File: src/rtl/riscv_core_st_align_if.sv
// Store-alignment bus: core-side request channel plus cache-side write-beat channel.
// Handshakes on both channels are valid/ready: a transfer happens on a rising clock
// edge where valid and ready are both 1; once valid is raised, the payload holds
// steady until that transfer edge.
interface riscv_core_st_align_if #(
    parameter int XLEN = 64
);
    logic            i_stalign_valid;
    logic            o_stalign_ready;
    logic [XLEN-1:0] i_stalign_addr;
    logic [1:0]      i_stalign_size;
    logic [XLEN-1:0] i_stalign_wdata;
    logic            o_stalign_mem_valid;
    logic            i_stalign_mem_ready;
    logic [XLEN-1:0] o_stalign_mem_addr;
    logic [XLEN-1:0] o_stalign_mem_wdata;
    logic [7:0]      o_stalign_mem_strb;
    logic            o_stalign_split;
    logic            o_stalign_done;

    // Aligner side.
    modport slave (
        input  i_stalign_valid, i_stalign_addr, i_stalign_size, i_stalign_wdata,
        input  i_stalign_mem_ready,
        output o_stalign_ready, o_stalign_mem_valid, o_stalign_mem_addr,
        output o_stalign_mem_wdata, o_stalign_mem_strb, o_stalign_split, o_stalign_done
    );

    // Core / cache side.
    modport master (
        output i_stalign_valid, i_stalign_addr, i_stalign_size, i_stalign_wdata,
        output i_stalign_mem_ready,
        input  o_stalign_ready, o_stalign_mem_valid, o_stalign_mem_addr,
        input  o_stalign_mem_wdata, o_stalign_mem_strb, o_stalign_split, o_stalign_done
    );
endinterface

File: src/rtl/riscv_core_st_align.sv
// Store aligner: turns a right-justified store of 1/2/4/8 bytes at any byte address
// into one or two doubleword-aligned, byte-strobed write beats for the data cache.
module riscv_core_st_align #(
    parameter int XLEN = 64
) (
    input  logic                  i_clk,
    input  logic                  i_rst,
    riscv_core_st_align_if.slave  bus,
    output logic [1:0]            o_dbg_state
);

    typedef enum logic [1:0] {
        ST_IDLE  = 2'd0,
        ST_BEAT0 = 2'd1,
        ST_BEAT1 = 2'd2
    } state_t;

    state_t          state_q, state_d;
    logic [XLEN-1:0] addr_q, addr_d;
    logic [1:0]      size_q, size_d;
    logic [XLEN-1:0] wdata_q, wdata_d;
    logic            split_q, split_d;
    logic            done_q, done_d;

    logic [3:0]      req_span;
    logic            req_split;
    logic [2:0]      cur_off;
    logic [3:0]      cur_span;
    logic [3:0]      beat1_shift;
    logic [XLEN-1:0] base_addr;
    logic [7:0]      strb0, strb1;
    logic [XLEN-1:0] mask0, mask1;

    // Split decision for the incoming request: it crosses a doubleword when off+nb > 8.
    always_comb begin
        req_span  = {1'b0, bus.i_stalign_addr[2:0]} + (4'd1 << bus.i_stalign_size);
        req_split = (req_span > 4'd8);
    end

    // Beat geometry derived from the captured request.
    always_comb begin
        cur_off     = addr_q[2:0];
        cur_span    = {1'b0, cur_off} + (4'd1 << size_q);
        beat1_shift = 4'd8 - {1'b0, cur_off};
        base_addr   = {addr_q[XLEN-1:3], 3'b000};
        strb0       = '0;
        strb1       = '0;
        mask0       = '0;
        mask1       = '0;
        for (int k = 0; k < 8; k++) begin
            strb0[k] = (4'(k) >= {1'b0, cur_off}) && (4'(k) < cur_span);
            strb1[k] = ((4'(k) + 4'd8) < cur_span);
            mask0[8*k +: 8] = {8{strb0[k]}};
            mask1[8*k +: 8] = {8{strb1[k]}};
        end
    end

    // State and captured-request registers; reset abandons any request in flight.
    always_ff @(posedge i_clk or posedge i_rst) begin
        if (i_rst) begin
            state_q <= ST_IDLE;
            addr_q  <= '0;
            size_q  <= '0;
            wdata_q <= '0;
            split_q <= 1'b0;
            done_q  <= 1'b0;
        end else begin
            state_q <= state_d;
            addr_q  <= addr_d;
            size_q  <= size_d;
            wdata_q <= wdata_d;
            split_q <= split_d;
            done_q  <= done_d;
        end
    end

    // Next state: accept in IDLE, advance a beat on each cache handshake.
    always_comb begin
        state_d = state_q;
        addr_d  = addr_q;
        size_d  = size_q;
        wdata_d = wdata_q;
        split_d = split_q;
        done_d  = 1'b0;
        case (state_q)
            ST_IDLE: begin
                if (bus.i_stalign_valid) begin
                    addr_d  = bus.i_stalign_addr;
                    size_d  = bus.i_stalign_size;
                    wdata_d = bus.i_stalign_wdata;
                    split_d = req_split;
                    state_d = ST_BEAT0;
                end
            end
            ST_BEAT0: begin
                if (bus.i_stalign_mem_ready) begin
                    if (split_q) begin
                        state_d = ST_BEAT1;
                    end else begin
                        state_d = ST_IDLE;
                        split_d = 1'b0;
                        done_d  = 1'b1;
                    end
                end
            end
            ST_BEAT1: begin
                if (bus.i_stalign_mem_ready) begin
                    state_d = ST_IDLE;
                    split_d = 1'b0;
                    done_d  = 1'b1;
                end
            end
            default: begin
                state_d = ST_IDLE;
                split_d = 1'b0;
            end
        endcase
    end

    // Outputs: beat payload is a pure function of state and captured request, so it
    // stays frozen while the cache stalls. Non-strobed lanes are driven as zero.
    always_comb begin
        bus.o_stalign_ready     = (state_q == ST_IDLE);
        bus.o_stalign_mem_valid = 1'b0;
        bus.o_stalign_mem_addr  = '0;
        bus.o_stalign_mem_wdata = '0;
        bus.o_stalign_mem_strb  = '0;
        bus.o_stalign_split     = split_q;
        bus.o_stalign_done      = done_q;
        o_dbg_state             = state_q;
        case (state_q)
            ST_BEAT0: begin
                bus.o_stalign_mem_valid = 1'b1;
                bus.o_stalign_mem_addr  = base_addr;
                bus.o_stalign_mem_wdata = (wdata_q << {cur_off, 3'b000}) & mask0;
                bus.o_stalign_mem_strb  = strb0;
            end
            ST_BEAT1: begin
                bus.o_stalign_mem_valid = 1'b1;
                bus.o_stalign_mem_addr  = base_addr + XLEN'(8);
                bus.o_stalign_mem_wdata = (wdata_q >> {beat1_shift, 3'b000}) & mask1;
                bus.o_stalign_mem_strb  = strb1;
            end
            default: begin
            end
        endcase
    end

endmodule

File: src/flat_wrapper.sv
// flat-port wrapper written by rule: the top's interface ports become plain ports
module riscv_core_st_align_flat 
#(
    parameter int XLEN = 64
)
  (i_clk, i_rst, o_dbg_state, bus_i_stalign_valid, bus_i_stalign_addr, bus_i_stalign_size, bus_i_stalign_wdata, bus_i_stalign_mem_ready, bus_o_stalign_ready, bus_o_stalign_mem_valid, bus_o_stalign_mem_addr, bus_o_stalign_mem_wdata, bus_o_stalign_mem_strb, bus_o_stalign_split, bus_o_stalign_done);
  riscv_core_st_align_if #(.XLEN(XLEN)) bus_i ();
  input  logic i_clk;
  input  logic i_rst;
  output logic [1:0] o_dbg_state;
  input wire logic [$bits(bus_i.i_stalign_valid)-1:0] bus_i_stalign_valid;
  input wire logic [$bits(bus_i.i_stalign_addr)-1:0] bus_i_stalign_addr;
  input wire logic [$bits(bus_i.i_stalign_size)-1:0] bus_i_stalign_size;
  input wire logic [$bits(bus_i.i_stalign_wdata)-1:0] bus_i_stalign_wdata;
  input wire logic [$bits(bus_i.i_stalign_mem_ready)-1:0] bus_i_stalign_mem_ready;
  output wire logic [$bits(bus_i.o_stalign_ready)-1:0] bus_o_stalign_ready;
  output wire logic [$bits(bus_i.o_stalign_mem_valid)-1:0] bus_o_stalign_mem_valid;
  output wire logic [$bits(bus_i.o_stalign_mem_addr)-1:0] bus_o_stalign_mem_addr;
  output wire logic [$bits(bus_i.o_stalign_mem_wdata)-1:0] bus_o_stalign_mem_wdata;
  output wire logic [$bits(bus_i.o_stalign_mem_strb)-1:0] bus_o_stalign_mem_strb;
  output wire logic [$bits(bus_i.o_stalign_split)-1:0] bus_o_stalign_split;
  output wire logic [$bits(bus_i.o_stalign_done)-1:0] bus_o_stalign_done;
  assign bus_i.i_stalign_valid = bus_i_stalign_valid;
  assign bus_i.i_stalign_addr = bus_i_stalign_addr;
  assign bus_i.i_stalign_size = bus_i_stalign_size;
  assign bus_i.i_stalign_wdata = bus_i_stalign_wdata;
  assign bus_i.i_stalign_mem_ready = bus_i_stalign_mem_ready;
  assign bus_o_stalign_ready = bus_i.o_stalign_ready;
  assign bus_o_stalign_mem_valid = bus_i.o_stalign_mem_valid;
  assign bus_o_stalign_mem_addr = bus_i.o_stalign_mem_addr;
  assign bus_o_stalign_mem_wdata = bus_i.o_stalign_mem_wdata;
  assign bus_o_stalign_mem_strb = bus_i.o_stalign_mem_strb;
  assign bus_o_stalign_split = bus_i.o_stalign_split;
  assign bus_o_stalign_done = bus_i.o_stalign_done;
  riscv_core_st_align #(.XLEN(XLEN)) u_core (.i_clk(i_clk), .i_rst(i_rst), .bus(bus_i), .o_dbg_state(o_dbg_state));
endmodule
File: config.mk
export PLATFORM = sky130hd
export DESIGN_NAME = riscv_core_st_align_flat
export DESIGN_NICKNAME = d
export VERILOG_FILES = /design/src/rtl/riscv_core_st_align_if.sv /design/src/rtl/riscv_core_st_align.sv /design/src/flat_wrapper.sv
export SDC_FILE = /design/constraint.sdc
export NUM_CORES = 1
export LEC_CHECK = 0
export BUFFER_PORTS_ARGS = -buffer_cell sky130_fd_sc_hd__buf_2
export CORE_ASPECT_RATIO = 0.5
export CORE_MARGIN = 1
export CORE_UTILIZATION = 49
export CTS_CLUSTER_DIAMETER = 100
export DETAILED_ROUTE_END_ITERATION = 10
export PLACE_DENSITY = 0.8
export SLEW_MARGIN = 5
export SYNTH_ARGS = -nofsm -noshare
export SYNTH_HDL_FRONTEND = slang
export SYNTH_SLANG_ARGS = --single-unit
File: constraint.sdc
create_clock -name i_clk -period 6.7 [get_ports i_clk]
set_input_delay 1.34 -clock i_clk [delete_from_list [all_inputs] [get_ports i_clk]]
set_output_delay 1.34 -clock i_clk [all_outputs]
set_load 0.01 [all_outputs]
Word-level counts from Yosys, hierarchy flattened
Cells that the tools add are included.
Widths: inputs -> output; s select.
{"block": "word_totals", "regBits": 134, "out_inout_bits": 142, "wordCells": 74}
{"block": "op_classes", "add_sub_neg": 4, "order_cmp": 24, "eq_ne": 5, "n_shift": 4, "mux": 18, "bitwise_logic": 2, "reduce_logical": 11}
{"op": "$pmux 64 s2", "count": 2}
{"op": "$and 64x64->64", "count": 2}
{"op": "$add 64x4->64 const B", "count": 1}
{"op": "$shl 64x6->64", "count": 1}
{"op": "$shr 64x7->64", "count": 1}
{"op": "$lt 4x4->1 const A", "count": 8}
{"op": "$lt 3x4->1 const A", "count": 4}
{"op": "$pmux 8 s2", "count": 1}
{"op": "$ge 3x3->1 const A", "count": 3}
{"op": "$add 3x4->4", "count": 2}
{"op": "$lt 1x4->1 const A", "count": 2}
{"op": "$lt 2x4->1 const A", "count": 2}
{"op": "$mux 1", "count": 8}
{"op": "$mux 2", "count": 4}
{"op": "$shl 1x2->4 const A", "count": 2}
{"op": "$logic_and 1x1->1", "count": 7}
{"op": "$ge 1x3->1 const A", "count": 2}
{"op": "$ge 2x3->1 const A", "count": 2}
{"op": "$ne 2x2->1 const B", "count": 3}
{"op": "$pmux 2 s3", "count": 1}
{"op": "$gt 4x4->1 const B", "count": 1}
{"op": "$sub 4x3->4 const A", "count": 1}
{"op": "$pmux 1 s3", "count": 1}
{"op": "$reduce_and 3->1", "count": 1}
{"op": "other kinds (6)", "count": 6}

Logic depth before layout (Yosys ltp)
Gate-level depths: netlist of run 1.
{"block": "logic_depth", "ltp_word": 6, "ltp_mapped": 12, "depth_no_buf": 9}

Least setup slack after synthesis of run 1
Ideal clock, no wire load.
{"block": "synth_path", "path_kind": "reg2out", "start": "reg u_core.addr_q[1]", "end": "out bus_o_stalign_mem_wdata[3]", "t_arrival_ps": 3235, "required_time_ps": 5360, "setup_slack_ps": 2125, "stages_incl_launch_ff": 12, "n_path_buf": 6, "cell_sequence": "dfrtp_1 -> clkbuf_1 -> clkbuf_1 -> inv_1 -> clkbuf_1 -> ha_1 -> buf_1 -> buf_1 -> buf_1 -> o21ai_0 -> o21a_1 -> o2bb2ai_1"}
{"block": "synth_via", "elab_chain_cells": 5}
{"element": "start, declared", "line_no": "riscv_core_st_align.sv:19", "source": "logic [XLEN-1:0] addr_q, addr_d;"}
{"element": "start signal, assigned", "line_no": "riscv_core_st_align.sv:69", "source": "addr_q <= addr_d;"}
{"element": "parallel branches: the longest is 4 deep, another holds $sub 4x3->4"}
{"element": "$pmux 64 s2 (*)", "line_no": "riscv_core_st_align.sv:131", "source": "case (state_q)"}
{"element": "end, declared", "line_no": "flat_wrapper.sv:19", "source": "output wire logic [$bits(bus_i.o_stalign_mem_wdata)-1:0] bus_o_stalign_mem_wdata;"}
Every way passes the cells marked *.

Final worst setup path of run 1
{"block": "layout_path", "start": "reg u_core.size_q[1]", "end": "out bus_o_stalign_mem_wdata[17]"}
{"block": "layout_via", "elab_chain_cells": 6}
{"element": "start, declared", "line_no": "riscv_core_st_align.sv:20", "source": "logic [1:0] size_q, size_d;"}
{"element": "start signal, assigned", "line_no": "riscv_core_st_align.sv:70", "source": "size_q <= size_d;"}
{"element": "$shl 1x2->4 (*)", "line_no": "riscv_core_st_align.sv:43", "source": "cur_span = {1'b0, cur_off} + (4'd1 << size_q);"}
{"element": "$add 3x4->4 (*)", "line_no": "riscv_core_st_align.sv:43"}
{"element": "$lt 2x4->1", "line_no": "riscv_core_st_align.sv:51", "source": "strb0[k] = (4'(k) >= {1'b0, cur_off}) && (4'(k) < cur_span);"}
{"element": "$logic_and 1x1->1", "line_no": "riscv_core_st_align.sv:51"}
{"element": "$and 64x64->64", "line_no": "riscv_core_st_align.sv:135", "source": "bus.o_stalign_mem_wdata = (wdata_q << {cur_off, 3'b000}) & mask0;"}
{"element": "$pmux 64 s2 (*)", "line_no": "riscv_core_st_align.sv:131"}
Every way passes the cells marked *; elsewhere a longest branch is shown, timed or not.

==> results of run 1 <==
flip-flops by register name, indices dropped and copies added (netlist names):
| name | flops |
|---|---|
| u_core.size_q | 2 |
| u_core.bus.o_stalign_split | 1 |
| u_core.bus.o_stalign_done | 1 |
| u_core.o_dbg_state | 2 |
| u_core.wdata_q | 64 |
| u_core.addr_q | 64 |
Yosys cell counts (14+ instances only):
master | count | area share [%]
clkbuf_1 | 78 | 2.6
o22ai_1 | 45 | 2.5
mux2i_1 | 65 | 5.8
dfrtp_1 | 134 | 30
a21oi_1 | 54 | 2.4
o21ai_0 | 87 | 3.9
nor2_1 | 61 | 2.0
nand3_1 | 50 | 2.2
o211ai_1 | 23 | 1.5
or3_1 | 17 | 0.94
mux4_2 | 33 | 6.6
mux2_2 | 149 | 15
nand2_1 | 153 | 5.1
nand4_1 | 41 | 2.3
inv_1 | 26 | 0.86
o21a_1 | 25 | 1.7
a31oi_1 | 15 | 0.83
ha_1 | 14 | 1.6
path summary, 6_finish.rpt:
check,slack (ps),end,cells past startpoint,startpoint
worst min-delay path,580,u_core.o_dbg_state[1],1,u_core.o_dbg_state[1]
max in group asynchronous,4130,u_core.addr_q[0],3,i_rst
worst max register to register,3820,u_core.wdata_q[16],5,u_core.o_dbg_state[0]
min in group asynchronous,1140,u_core.addr_q[8],2,i_rst
worst min register to register,580,u_core.o_dbg_state[1],1,u_core.o_dbg_state[1]
worst max-delay path,1280,bus_o_stalign_mem_wdata[17],9,u_core.size_q[1]
kinds of logic (layout without fill, tap and decap cells):
group	after synthesis	count (layout)
AO/OA/AOI/OAI	335	335
XOR/XNOR	5	5
adder cells (fa/ha/maj)	16	16
buffers and inverters	126	348
flip-flops	134	134
multiplexers	247	247
other	1	3
AND/OR/NAND/NOR	402	402
worst max-delay path, cell delays in order, from the launching register on:
cell	delay (ps)
dfrtp_1	410
nand2b_1	210
inv_1	70
ha_1	220
a21o_1	170
a21oi_1	240
xor2_1	810
o221ai_1	770
o22ai_1	530
buf_2	200
power by group through the flow:
stage	combinational, mW	sequential [mW]	clock, mW
floorplan	3.67	1.64	0
global placement	4.63	1.95	0
detailed placement	4.72	1.99	0
CTS	4.75	1.98	1.07
global route	5.21	2.08	1.10
finish	4.82	2.02	1.05
per-layer routing:
layer,global-route usage (%),up-vias
li1,-,5231
met1,41.5,5661
met2,53.9,759
met3,6.72,123
met4,13.9,0
met5,0,-
stage by stage:
step	hold WS [ps]	cells	setup slack, ps
2_1_floorplan	526	1268	1780
3_3_place_gp	549	1758	1980
3_5_place_dp	560	1758	1900
4_1_cts	584	1790	1390
5_1_grt	597	1790	1090
6_report	582	1790	1280
final cells by class:
class | count | area (sq um)
clock buffers | 20 | 447
repair buffers | 288 | 1480
well taps | 300 | 375
multi-input cells | 1008 | 7470
inverters | 28 | 108
clock inverters | 12 | 201
fillers | 1919 | 8670
flip-flops and latches | 134 | 3360
==> results_dict.tcl, run 1 <==
set metrics [dict create \
    internal_power_mw 4.02 \
    cts_made_buffers 17 \
    ys_seq_elements 134 \
    layout.cells.most_common_list "buf_2 (272), nand2_1 (151), mux2_2 (149), dfrtp_1 (132), o21ai_0 (87)" \
    cts.repair.resized 0 \
    die_h_microns 109 \
    top_layer "met4" \
    first_pass_iters 6 \
    synth_cell_types 66 \
    cp.arrival_ps 4080 \
    place_congestion 0.993 \
    worstSetupPathType "reg -> out" \
    vias 11774 \
    drtIter0Drc 1563 \
    period_needed_ps 5420 \
    grt_max_degree 83 \
    finish.utilization_pct 60.8 \
    path_clk_slew_ps 60 \
    dp_hpwl_microns 28200 \
    synth-simple-area-share_pct 17.3 \
    clock-root-buffer "clkbuf_16" \
    row_count 38 \
    drc 0 \
    crit_required_ps 5360 \
    via_per_inst 6.58 \
    met1_length_microns 15200 \
    skew_ps 9.20 \
    route.met3.wl_microns 3650 \
    p_leak_nw 5.95 \
    synth_compound_area_share_pct 19.1 \
    max-vdd-ir-drop_v 0.000455 \
    syn_inst 1266 \
    synth_top_family_by_area "multiplexers" \
    pin_count 276 \
    wl_microns 38700 \
    cp-end-kind "output pin" \
    syn_avg_cell_area_sq_um 8.92 \
    tightest_slew_ps 1300 \
    ant_nets 0 \
    numPortBuffers 272 \
    cts_setup_buffers 0 \
    coreArea_sq_um 22100 \
    setup_tns_ps 0 \
    relSlewSlack_pct 12.8 \
    start_util_pct 51.1 \
    stdcell_area_sq_um 13400 \
    grt_pass1_wl_microns 59900 \
    switching_share_pct 49.0 \
    final_nets 1627 \
    synth-seq-area-share_pct 29.7 \
    placed_cell_area_sq_um 12800 \
    synth-main-ff-cell "dfrtp_1" \
    track_usage_pct 32.4 \
    clk_latency_ps 450 \
    p_clk_share_pct 13.3 \
    final_common_cell "buf_2" \
    pwr-share-seq_pct 25.6 \
    min_path_type "reg -> reg" \
    avgRoutedWirePerCell_microns 21.6 \
    grt.overflow.total 0 \
    power.switching_mw 3.87 \
    grt_antenna_before_repair 0 \
    finalPower_mw 7.89 \
    grt_pass1_vias 11080 \
    yosysWarnings 0 \
    synth-edff-count 0 \
    fmax_ghz 0.184 \
    status "finished, final reports clean" \
    clock_path_buffers 2 \
    cts_tree "yes" \
    drive_gt1_share_pct 34.7 \
    diodes 0 \
    ys_async_sr_fraction_pct 100 \
    power_density_nw_per_um2 587 \
    synth-xor-area-share_pct 0.388 \
    netlist_area_sq_um 11300 \
    cts_sinks 134 \
    fp.dieW_microns 217 \
    path_max_fanout 14 \
    wl_met2_microns 18600 \
    fin_crit_sh_pct 80.9 \
    die_area_sq_um 23700 \
    postCtsHoldBufs 0 \
    finalSetupViolCount 0 \
    hold_violations 0 \
    synth_adder_area_share_pct 1.91 \
    rsz0062_at_grt "false" \
    combPwrFrac_pct 61.1 \
    htree_levels 4 \
    maxCapViolations 0 \
    synthToLayoutAreaGrowth_pct 19.0 \
    finalMaxSlewViolations 0 \
    crit_path_start_kind "flip-flop" \
    synth.area.mux_share_pct 27.2 \
]
Power figures use the tool's default switching activity.
==> run 2: changes to the inputs <==
- PLACE_DENSITY: 0.8 -> 0.83
- clock period: 6.7 -> 4.8 ns (I/O delays scaled with it)
==> run 2 against run 1 <==
Compared with the run above: clock-buffer cell count up 3; largest power group unchanged; hold slack got worse by 5.7 ps; die area did not move.
==> results_dict.tcl, run 2 (same netlist as run 1, synthesis figures left out) <==
set metrics [dict create \
    grt_pass1_wl_microns 60300 \
    grt_antenna_before_repair 0 \
    drc 0 \
    pin_count 276 \
    stdcell_area_sq_um 13600 \
    setup_tns_ps 0 \
    finalMaxSlewViolations 0 \
    holdPathStages 1 \
    drtIter0Drc 1520 \
    slowest_stage "ha_2" \
    cp-end-kind "output pin" \
    numPortBuffers 272 \
    maxCapViolations 0 \
    cp-endpoint "bus_o_stalign_mem_wdata[43]" \
    grt_max_degree 143 \
    die_h_microns 109 \
    coreArea_sq_um 22100 \
    p_leak_nw 6.02 \
    layout.cells.most_common_list "buf_2 (272), nand2_1 (151), mux2_2 (149), dfrtp_1 (132), o21ai_0 (87)" \
    fin_crit_sh_pct 93.9 \
    clk_latency_ps 450 \
    dp.cells 1773 \
    htree_levels 4 \
    diodes 0 \
    cts_tree "yes" \
    first_pass_iters 6 \
    cts_sinks 134 \
    crit_path_start_kind "flip-flop" \
    postCtsHoldBufs 0 \
    worstSetupPathType "reg -> out" \
    path_max_fanout 22 \
    worstReg2RegStart "u_core.o_dbg_state[0]" \
    cts_setup_buffers 0 \
    r2r-end "u_core.wdata_q[37]" \
    layout_setup_ws_ps 294 \
    die_area_sq_um 23700 \
    post-place-ws_ps 874 \
    use_met3_pct 6.80 \
    power_density_nw_per_um2 816 \
    crit_buf_inv 4 \
    clock_path_buffers 2 \
    hold_violations 0 \
    stdcell_count 1804 \
    avgRoutedWirePerCell_microns 21.5 \
    status "finished, final reports clean" \
    max-vdd-ir-drop_v 0.000416 \
    fp.dieW_microns 217 \
    cts.repair.resized 0 \
    ant_nets 0 \
    clock-root-buffer "clkbuf_16" \
    dp_hpwl_microns 28100 \
    period_needed_ps 4510 \
    grt_pass1_vias 11111 \
    cp_slowest_stage_delay_ps 720 \
    finalSetupViolCount 0 \
    synthToLayoutAreaGrowth_pct 20.0 \
    cp.arrival_ps 3550 \
    fmax_ghz 0.222 \
    use_met2_pct 54.0 \
    met1_usage_pct 41.5 \
    tightest_slew_ps 966 \
    rsz0062_at_grt "false" \
    wl_microns 38800 \
    place_congestion 1.00 \
    largestRegisters "u_core.addr_q (64), u_core.wdata_q (64)" \
    finish.utilization_pct 61.3 \
    r2r_slack_ps 2240 \
    row_count 38 \
    cts_made_buffers 17 \
    path_cells "inv_1, buf_4, ha_2, buf_4, mux2i_1, o21ai_0, nand4_1, o21ai_0, buf_2" \
    min_path_type "reg -> reg" \
    track_usage_pct 32.5 \
    final_common_cell "buf_2" \
    via_per_inst 6.58 \
    placed_cell_area_sq_um 12900 \
    final_nets 1642 \
    path_clk_slew_ps 60 \
    start_util_pct 51.1 \
    reg2regPathDepth 5 \
    crit_family "buffers and inverters" \
    relSlewSlack_pct 35.3 \
    crit_required_ps 3840 \
    crit_start "u_core.addr_q[1]" \
    vias 11863 \
    skew_ps 11.0 \
    drive_gt1_share_pct 35.2 \
    grt.overflow.total 0 \
    grt.busiest_layer "met2" \
    cp_num_cells 9 \
]
[run 2: routing by layer]
metal | vias to the layer above | part of all wire (%)
met5 | - | 0
met3 | 123 | 9.1
met4 | 0 | 3.5
met2 | 719 | 48
li1 | 5269 | -
met1 | 5752 | 40
[run 2: how the worst min path moves through the flow]
| stage | start | to | slack [ps] |
|---|---|---|---|
| floorplan | u_core.addr_q[63] | u_core.addr_q[63] | 530 |
| global placement | u_core.o_dbg_state[1] | u_core.o_dbg_state[1] | 530 |
| detailed placement | u_core.o_dbg_state[1] | u_core.o_dbg_state[1] | 560 |
| CTS | u_core.addr_q[29] | u_core.addr_q[29] | 580 |
| global route | u_core.addr_q[29] | u_core.addr_q[29] | 610 |
| finish | u_core.addr_q[29] | u_core.addr_q[29] | 580 |
[run 2: cell type report]
class	count	area, sq um
multi-input cells	1008	7470
fillers	1903	8550
repair buffers	303	1620
clock buffers	23	478
inverters	28	108
clock inverters	8	146
well taps	300	375
flip-flops and latches	134	3360
[run 2: power by group]
part | switching (mW) | leakage (nW) | internal (mW)
clock network | 0.509 | 0.303 | 0.906
logic | 3.78 | 4.14 | 3.07
registers | 1.09 | 1.58 | 1.71
[run 2: stage by stage]
stage                     hold slack, ps  power (mW)
after floorplan                      526        7.42
after global placement               531        9.25
after detailed placement             560        9.43
after CTS                            577        10.9
after global routing                 606        11.7
final                                577        11.1
[run 2: worst reg2reg max path, stage by stage, from the launching register on]
cell	delay, ps
dfrtp_1	380
inv_1	90
ha_1	290
nand2_4	710
buf_4	530
mux2_2	440
